$ cat src/rtl/sub_serial_pkg.sv
// Shared definitions for the serial signed subtractor: FSM state encoding
// and the counter-width helper.
package sub_serial_pkg;

    typedef enum logic [1:0] {
        IDLE = 2'd0,
        RUN  = 2'd1,
        DONE = 2'd2
    } state_e;

    // Width of a counter that indexes n chunks; never narrower than one bit.
    function automatic int cnt_width(input int n);
        return (n <= 1) ? 1 : $clog2(n);
    endfunction

endpackage

$ cat src/rtl/sub_chunk.sv
// Combinational Chunk-bit adder slice. The top shares one instance across
// all cycles of an operation, feeding it one chunk per cycle.
module sub_chunk #(
    parameter int Chunk = 8
) (
    input  logic [Chunk-1:0] x,
    input  logic [Chunk-1:0] y,
    input  logic             cin,
    output logic [Chunk-1:0] s,
    output logic             cout
);

    // Chunk+1 bit sum; the chunks are unsigned so no sign extension is needed.
    assign {cout, s} = {1'b0, x} + {1'b0, y} + {{Chunk{1'b0}}, cin};

endmodule

$ cat src/rtl/sub_serial_signed.sv
// Multi-cycle signed subtractor: diff = a - b, computed as a + ~b + 1 one
// chunk per cycle from LSB to MSB, behind a valid/ready handshake. Reports
// two's-complement overflow and unsigned borrow alongside the result.
module sub_serial_signed
    import sub_serial_pkg::*;
#(
    parameter int Bits  = 64,
    parameter int Chunk = 8
) (
    input  logic            clk,
    input  logic            reset,
    input  logic            in_valid,
    output logic            in_ready,
    input  logic [Bits-1:0] a,
    input  logic [Bits-1:0] b,
    output logic            out_valid,
    input  logic            out_ready,
    output logic [Bits-1:0] diff,
    output logic            overflow,
    output logic            borrow
);

    localparam int            N       = Bits / Chunk;
    localparam int            CW      = cnt_width(N);
    localparam logic [CW-1:0] LastCnt = CW'(N - 1);

    state_e          state_q, state_d;
    logic [CW-1:0]   cnt_q;
    logic            carry_q;
    logic            bsign_q;
    logic [Bits-1:0] opa_q, opb_q, diff_q;
    logic            overflow_q, borrow_q;

    logic             accept;
    logic             last;
    int               base;
    logic [Chunk-1:0] x, y, s;
    logic             cout;

    assign accept = in_valid && (state_q == IDLE);
    assign last   = (cnt_q == LastCnt);
    assign base   = int'(cnt_q) * Chunk;
    assign x      = opa_q[base +: Chunk];
    assign y      = opb_q[base +: Chunk];

    sub_chunk #(.Chunk(Chunk)) u_chunk (
        .x    (x),
        .y    (y),
        .cin  (carry_q),
        .s    (s),
        .cout (cout)
    );

    // State register.
    // NOTE: clocked state uses non-blocking assignments so every register
    // samples pre-edge values, independent of statement order.
    always_ff @(posedge clk or negedge reset) begin
        if (!reset) state_q <= IDLE;
        else        state_q <= state_d;
    end

    // Next-state logic: IDLE -> RUN on accept, RUN -> DONE on the last
    // chunk, DONE -> IDLE when the consumer takes the result.
    // NOTE: state_d is defaulted first so no path leaves it unassigned,
    // which would otherwise infer a latch.
    always_comb begin
        state_d = state_q;
        unique case (state_q)
            IDLE:    if (in_valid)  state_d = RUN;
            RUN:     if (last)      state_d = DONE;
            DONE:    if (out_ready) state_d = IDLE;
            default:                state_d = IDLE;
        endcase
    end

    // Operand capture, chunk-serial accumulation and flag registration.
    // The flags are written on the edge that enters DONE and then hold
    // until the next accept's operation completes.
    always_ff @(posedge clk or negedge reset) begin
        if (!reset) begin
            cnt_q      <= '0;
            carry_q    <= 1'b0;
            bsign_q    <= 1'b0;
            opa_q      <= '0;
            opb_q      <= '0;
            diff_q     <= '0;
            overflow_q <= 1'b0;
            borrow_q   <= 1'b0;
        end else if (accept) begin
            opa_q   <= a;
            opb_q   <= ~b;
            bsign_q <= b[Bits-1];
            carry_q <= 1'b1;
            cnt_q   <= '0;
            diff_q  <= '0;
        end else if (state_q == RUN) begin
            diff_q[base +: Chunk] <= s;
            carry_q               <= cout;
            cnt_q                 <= cnt_q + 1'b1;
            if (last) begin
                borrow_q   <= ~cout;
                overflow_q <= (opa_q[Bits-1] != bsign_q) && (s[Chunk-1] != opa_q[Bits-1]);
            end
        end
    end

    assign in_ready  = (state_q == IDLE);
    assign out_valid = (state_q == DONE);
    assign diff      = diff_q;
    assign overflow  = overflow_q;
    assign borrow    = borrow_q;

endmodule
$ cat config.mk
export PLATFORM = sky130hd
export DESIGN_NAME = sub_serial_signed
export DESIGN_NICKNAME = d
export VERILOG_FILES = /design/src/rtl/sub_serial_pkg.sv /design/src/rtl/sub_chunk.sv /design/src/rtl/sub_serial_signed.sv
export SDC_FILE = /design/constraint.sdc
export NUM_CORES = 1
export LEC_CHECK = 0
export CAP_MARGIN = 25
export CORE_UTILIZATION = 46
export CTS_CLUSTER_SIZE = 10
export DETAILED_ROUTE_END_ITERATION = 12
export GPL_ROUTABILITY_DRIVEN = 0
export PLACE_DENSITY_LB_ADDON = 0.1
export SETUP_SLACK_MARGIN = 0.1
export SYNTH_ARGS = -nofsm -noshare
export SYNTH_HDL_FRONTEND = slang
export SYNTH_HIERARCHICAL = 1
export SYNTH_SLANG_ARGS = --single-unit
$ cat constraint.sdc
create_clock -name clk -period 3.15 [get_ports clk]
set_input_delay 0.63 -clock clk [delete_from_list [all_inputs] [get_ports clk]]
set_output_delay 0.63 -clock clk [all_outputs]
set_load 0.03 [all_outputs]
Word-level counts from Yosys, hierarchy flattened
Index checks and enable logic that the tools add are counted.

storage, ports and cells
  flip-flop bits (word level) = 201
  bits in latches = 0
  memory bits (writable) = 0
  memory bits (read-only) = 0
  output and inout port bits = 68
  word-level logic and storage cells = 45
  memories = 0

cells by class
  add/subtract/negate cells = 4
  multipliers = 0
  divide/modulo/power cells = 0
  $lt $le $gt $ge = 0
  equality and inequality tests = 8
  shift-type cells = 4
  multiplexer cells = 11
  bitwise gates (word level) = 3
  reduce and logical (&&, ||, !) cells = 6

operators by type and width
  kind                                                    number
  two-way mux 64 bit                                      2
  indexed part select 64 x 7 -> 8 bit                     2
  bitwise mux 64 bit                                      1
  NOT 64 bit                                              1
  variable shift 8 x 33 -> 64 bit (first input constant)  1
  indexed part select 8 x 33 -> 64 bit                    1
  negator 6 -> 33 bit                                     1
  adder 8 x 8 -> 9 bit                                    1
  adder 9 x 1 -> 9 bit                                    1
  two-way mux 2 bit                                       3
  two-way mux 3 bit                                       2
  one-hot mux 2 bit (3 select lines)                      1
  AND reduction 3 bit                                     2
  != test 2 bit (second input constant)                   2
  adder 3 x 1 -> 3 bit (second input constant)            1
  == test 3 bit (second input constant)                   1
  == test 2 x 1 -> 1 bit (second input constant)          1
  == test 2 bit (second input constant)                   1
  logical AND 1 bit                                       2
  zero test 2 bit                                         1
  two-way mux 1 bit                                       2
  != test 1 bit                                           2
  != test 2 x 1 -> 1 bit (second input constant)          1
  NOT 1 bit                                               2
  nonzero test 2 bit                                      1

Logic depth before layout (Yosys ltp)
  depth in word-level cells = 7
  mapped depth = 14
  mapped depth without buffers = 11

Cells and area by module
Netlist, hierarchy kept.

by module, submodules not included
  module             times used  cells each  area an instance (um^2)  seq. area each (um^2)
  sub_serial_signed  1           839         8800.9                   5029.8
  sub_chunk          1           42          331.6                    0.0

Worst setup path before layout
No wires, ideal clock.

  path type = register -> register
  from = register cnt_q[0]
  to = register diff_q[6] (netlist: diff[6])
  library setup time = 0.086 ns
  arrival time = 3.130 ns
  slack = -0.066 ns
  cell stages (with the launch flop) = 14
  buffers on the path = 2
  clock period less this slack = 3.216 ns
  path through = dfrtp_1 > buf_4 > mux4_2 > nor2_1 > a221oi_1 > fa_1 > fa_1 > a21oi_1 > nor2_1 > nor2_1 > xnor2_1 > buf_1 > nand3_1 > mux2i_1

on the way
  word-level cells in the longest chain between the ends = 7
  elaborated cells between the ends (all ways) = 10
  classes of those cells = add/sub (3); shift (4); mux (3)

ends and longest elaborated chain
  element                               line                     source
  start: declaration                    sub_serial_signed.sv:28  logic [CW-1:0] cnt_q;
  start signal: assignment              sub_serial_signed.sv:99  cnt_q <= cnt_q + 1'b1;
  indexed part select 64 x 7 -> 8 bit   sub_serial_signed.sv:44  assign y = opb_q[base +: Chunk];
  via y[0]                              sub_serial_signed.sv:37  logic [Chunk-1:0] x, y, s;
  adder 8 x 8 -> 9 bit                  sub_chunk.sv:14          assign {cout, s} = {1'b0, x} + {1'b0, y} + {{Chunk{1'b0}}, cin};
  adder 9 x 1 -> 9 bit                  sub_chunk.sv:14
  via s[6]                              sub_serial_signed.sv:37
  indexed part select 8 x 33 -> 64 bit  sub_serial_signed.sv:97  diff_q[base +: Chunk] <= s;
  bitwise mux 64 bit                    sub_serial_signed.sv:97
  two-way mux 64 bit                    sub_serial_signed.sv:96  end else if (state_q == RUN) begin
  two-way mux 64 bit                    sub_serial_signed.sv:89  end else if (accept) begin
  end signal: indexed assignment        sub_serial_signed.sv:97
  end: declaration                      sub_serial_signed.sv:31  logic [Bits-1:0] opa_q, opb_q, diff_q;

The timed path passes the listed nets, and every way through them passes these cells. The select of a mux whose other input is x is not followed.
A chain may end at the register's enable or synchronous reset.

Worst setup path in the final report
  from = register cnt_q[0]
  to = register diff_q[13] (netlist: diff[13])

on the way
  word-level cells in the longest chain between the ends = 7
  elaborated cells between the ends (all ways) = 10
  classes of those cells = add/sub (3); shift (4); mux (3)

ends and longest elaborated chain
  element                               line                     source
  indexed part select 64 x 7 -> 8 bit   sub_serial_signed.sv:43  assign x = opa_q[base +: Chunk];
  via x[5]                              sub_serial_signed.sv:37
  adder 8 x 8 -> 9 bit                  sub_chunk.sv:14
  adder 9 x 1 -> 9 bit                  sub_chunk.sv:14
  via s[5]                              sub_serial_signed.sv:37
  indexed part select 8 x 33 -> 64 bit  sub_serial_signed.sv:97
  bitwise mux 64 bit                    sub_serial_signed.sv:97
  two-way mux 64 bit                    sub_serial_signed.sv:96
  two-way mux 64 bit                    sub_serial_signed.sv:89

The timed path passes the listed nets, and every way through them passes these cells. The select of a mux whose other input is x is not followed.

==> metrics.cfg <==
[outcome]
status = finished clean

[floorplan]
start_util_pct = 46.9
core_area_um2 = 19500
rows = 51
die_h_um = 143
dieArea_um2 = 20400
io_pins = 200
die_w_um = 143

[yosys]
synth_edf_count = 0
synth.area.mux_share_pct = 10.2
synth_fp_nets = 1029
yosys_warnings = 6
synth.distinct_cells = 49
synth_top_family_by_area = simple AND/OR/NAND/NOR gates
synth-compound-area-share_pct = 11.2
synth_fa_ha_area_share_pct = 2.36
synth-xor-area-share_pct = 0.384
yosys.area_share.simple_pct = 16.8
synthFlopType = dfrtp_1
syn_avg_cell_area_um2 = 10.4
synth-seq-cells = 201
netlist_area_um2 = 9130
syn_inst = 881
async_flop_share_pct = 100
seq_area_frac_synth_pct = 55.1

[place]
hpwl_um = 16700
portBuffers = 199
place_ws_ns = 0.00134

[sta]
period_needed_ns = 3.10
report.final.slew_viol_count = 0
max_freq_mhz = 323
setup_viol = 0
max_slew_margin_pct = 50.6
whs_ns = 0.0776
hold_violations = 0
fin_ws_ns = 0.0542
rsz0062_at_grt = true
worst_pin_slew_ns = 0.735
min_period_over_period_pct = 98.3
tns_ns = 0
skew_ns = 0.0128

[route]
vias = 7130
wire_per_inst_um = 17.1
initialDrtViolationCount = 313
drc = 0
first_pass_iters = 5
antenna_left = 0
viasPerCell = 5.23
wl_um = 23400

[worst_setup_path]
cp-startpoint = cnt_q[0]
reg2reg_to = diff[13]
ff2ff_setup_slack_ns = 0.05
r2r_start = cnt_q[0]
crit_required_ns = 3.54
cp_top_family = compound AO/OA/AOI/OAI gates
path_cells = buf_8 -> buf_4 -> mux4_2 -> nor2_1 -> a221oi_1 -> ha_1 -> inv_2 -> nor3_1 -> a311o_1 -> a311o_2 -> a22o_1
crit_type = register to register
endpoint_kind = register
slowest_delay_ns = 0.51
startpoint_type = register
path_buf_inv = 3
cp.depth = 11
critPathArrivalTime_ns = 3.48
critical_path.slowest_cell = mux4_2
r2r_cells = 11
crit_path_max_fanout = 8
endpoint = diff[13]

[grt]
first_global_vias = 6789
antenna_found_initial = 0
grt_max_degree = 111
grt_pass1_wl_um = 36600
grt_overflow = 0
grtUsageTotal_pct = 23.1

[layout]
syn2layout_area_growth_pct = 36.4
layout.cells.most_common = nand2_1
layout.nets = 1241
antennaDiodeCount = 0
drive_above_1_share_pct = 12.8
final_cell_mix = 291 x nand2_1, 199 x dfrtp_1, 198 x clkdlybuf4s50_1
nFillCells = 1623

[clock_tree]
cts_tree = done
ctsRootBufferMaster = clkbuf_16
worstSkewPairLatency_ns = 0.51
cts_made_buffers = 24
clkSinkCount = 201
clkTransAtPathRegs_ns = 0.06
cts_hold_buf = 0
htreeDepth = 1
ctsLongestPathBuffers = 3

[worst_hold_path]
hold_class = input pin to async pin

[flow_run]
max_cap_viol_count = 0

[power_and_ir_drop]
power.leakage_uw = 0.00585
ir_drop_v = 0.00128
power_density_nw_per_um2 = 1350

-- worst min path at each step --
stage	from	endpoint	slack, ns	depth (start not counted)
finish	reset	opb_q[26]	0.08	1
global route	reset	opb_q[20]	0.11	1
CTS	reset	opb_q[20]	0.09	1
detailed placement	opa_q[53]	opa_q[53]	0.46	2
global placement	opa_q[53]	opa_q[53]	0.45	2
floorplan	reset	borrow	0.33	0
-- logic make-up after synthesis --
group / Yosys count
flip-flops: 201
AO/OA/AOI/OAI: 146
AND/OR/NAND/NOR: 366
multiplexers: 73
XOR/XNOR: 4
adder cells (fa/ha/maj): 16
buffers and inverters: 75
-- state kept, by name (all words and copies together), names as in the netlist --
signal and count:
opa_q 64, carry_q 1, overflow 1, opb_q 64, borrow 1, bsign_q 1, diff 64, cnt_q 3
state_q 2
-- cell type report --
class                      instances  area, um2  area share, %
inverter                          15       56.3          0.452
sequential                       201       5030           40.4
clock inverter                     1       7.51         0.0603
multi-input combinational        605       3900           31.3
timing repair buffer             246       2480           19.9
clock buffer                      30        644           5.17
tap                              265        332           2.66
-- power breakdown --
part	switching [uW]	total (uW)	internal, uW	leakage (uW)
clock	977	2390	1410	0.000314
combinational	5670	9980	4310	0.00295
sequential	764	4450	3690	0.00258
-- cell usage after synthesis, drive strengths merged, types with 2 or more instances --
| cell type | number | area [um2] |
|---|---|---|
| a21o | 2 | 15.0 |
| a21oi | 7 | 35.0 |
| a221oi | 17 | 149 |
| a22o | 40 | 350 |
| a311o | 2 | 20.0 |
| a31oi | 5 | 80.1 |
| buf | 50 | 272 |
| clkbuf | 10 | 37.5 |
| dfrtp | 201 | 5030 |
| fa | 2 | 40.0 |
| ha | 14 | 175 |
| inv | 14 | 52.6 |
| mux2i | 57 | 571 |
| mux4 | 16 | 360 |
| nand2 | 292 | 1100 |
| nand2b | 2 | 12.5 |
| nand3 | 20 | 105 |
| nand3b | 2 | 15.0 |
| nand4 | 2 | 12.5 |
| nor2 | 26 | 97.6 |
| nor2b | 4 | 25.0 |
| nor3 | 2 | 10.0 |
| nor3b | 4 | 40.0 |
| nor4 | 4 | 46.3 |
| o21ai | 69 | 345 |
| o31ai | 2 | 15.0 |
| or3b | 2 | 20.0 |
| xnor2 | 2 | 17.5 |
| xor2 | 2 | 17.5 |
-- metrics by stage --
step	instances	cell area, um2	total power [uW]	utilization (%)
4_1_cts	1349	12100	15800	62.4
5_1_grt	1363	12500	17900	64.0
3_5_place_dp	1318	11500	13300	59.0
6_report	1363	12500	16800	64.0
3_3_place_gp	1318	11500	13100	59.0
2_1_floorplan	881	9140	9850	-
-- routing by layer --
metal | part of all wire (%) | routed length [um] | vias to the layer above | GRT usage (%)
li1 | - | - | 3437 | -
met1 | 45 | 10400 | 3454 | 32.9
met2 | 48 | 11300 | 197 | 36.9
met3 | 4.5 | 1060 | 42 | 2.78
met4 | 2.5 | 583 | 0 | 7.13
met5 | 0 | 0 | - | 0
-- timing repair --
| action | 4_1_cts | 5_1_grt |
|---|---|---|
| endpoints found under the setup margin | 19 | 37 |
| buffers inserted | 0 | 13 |
| pin swaps | 0 | 15 |
| gates cloned | 0 | 1 |
| resized for setup | 3 | 41 |
(Power assumes the default switching activity.)
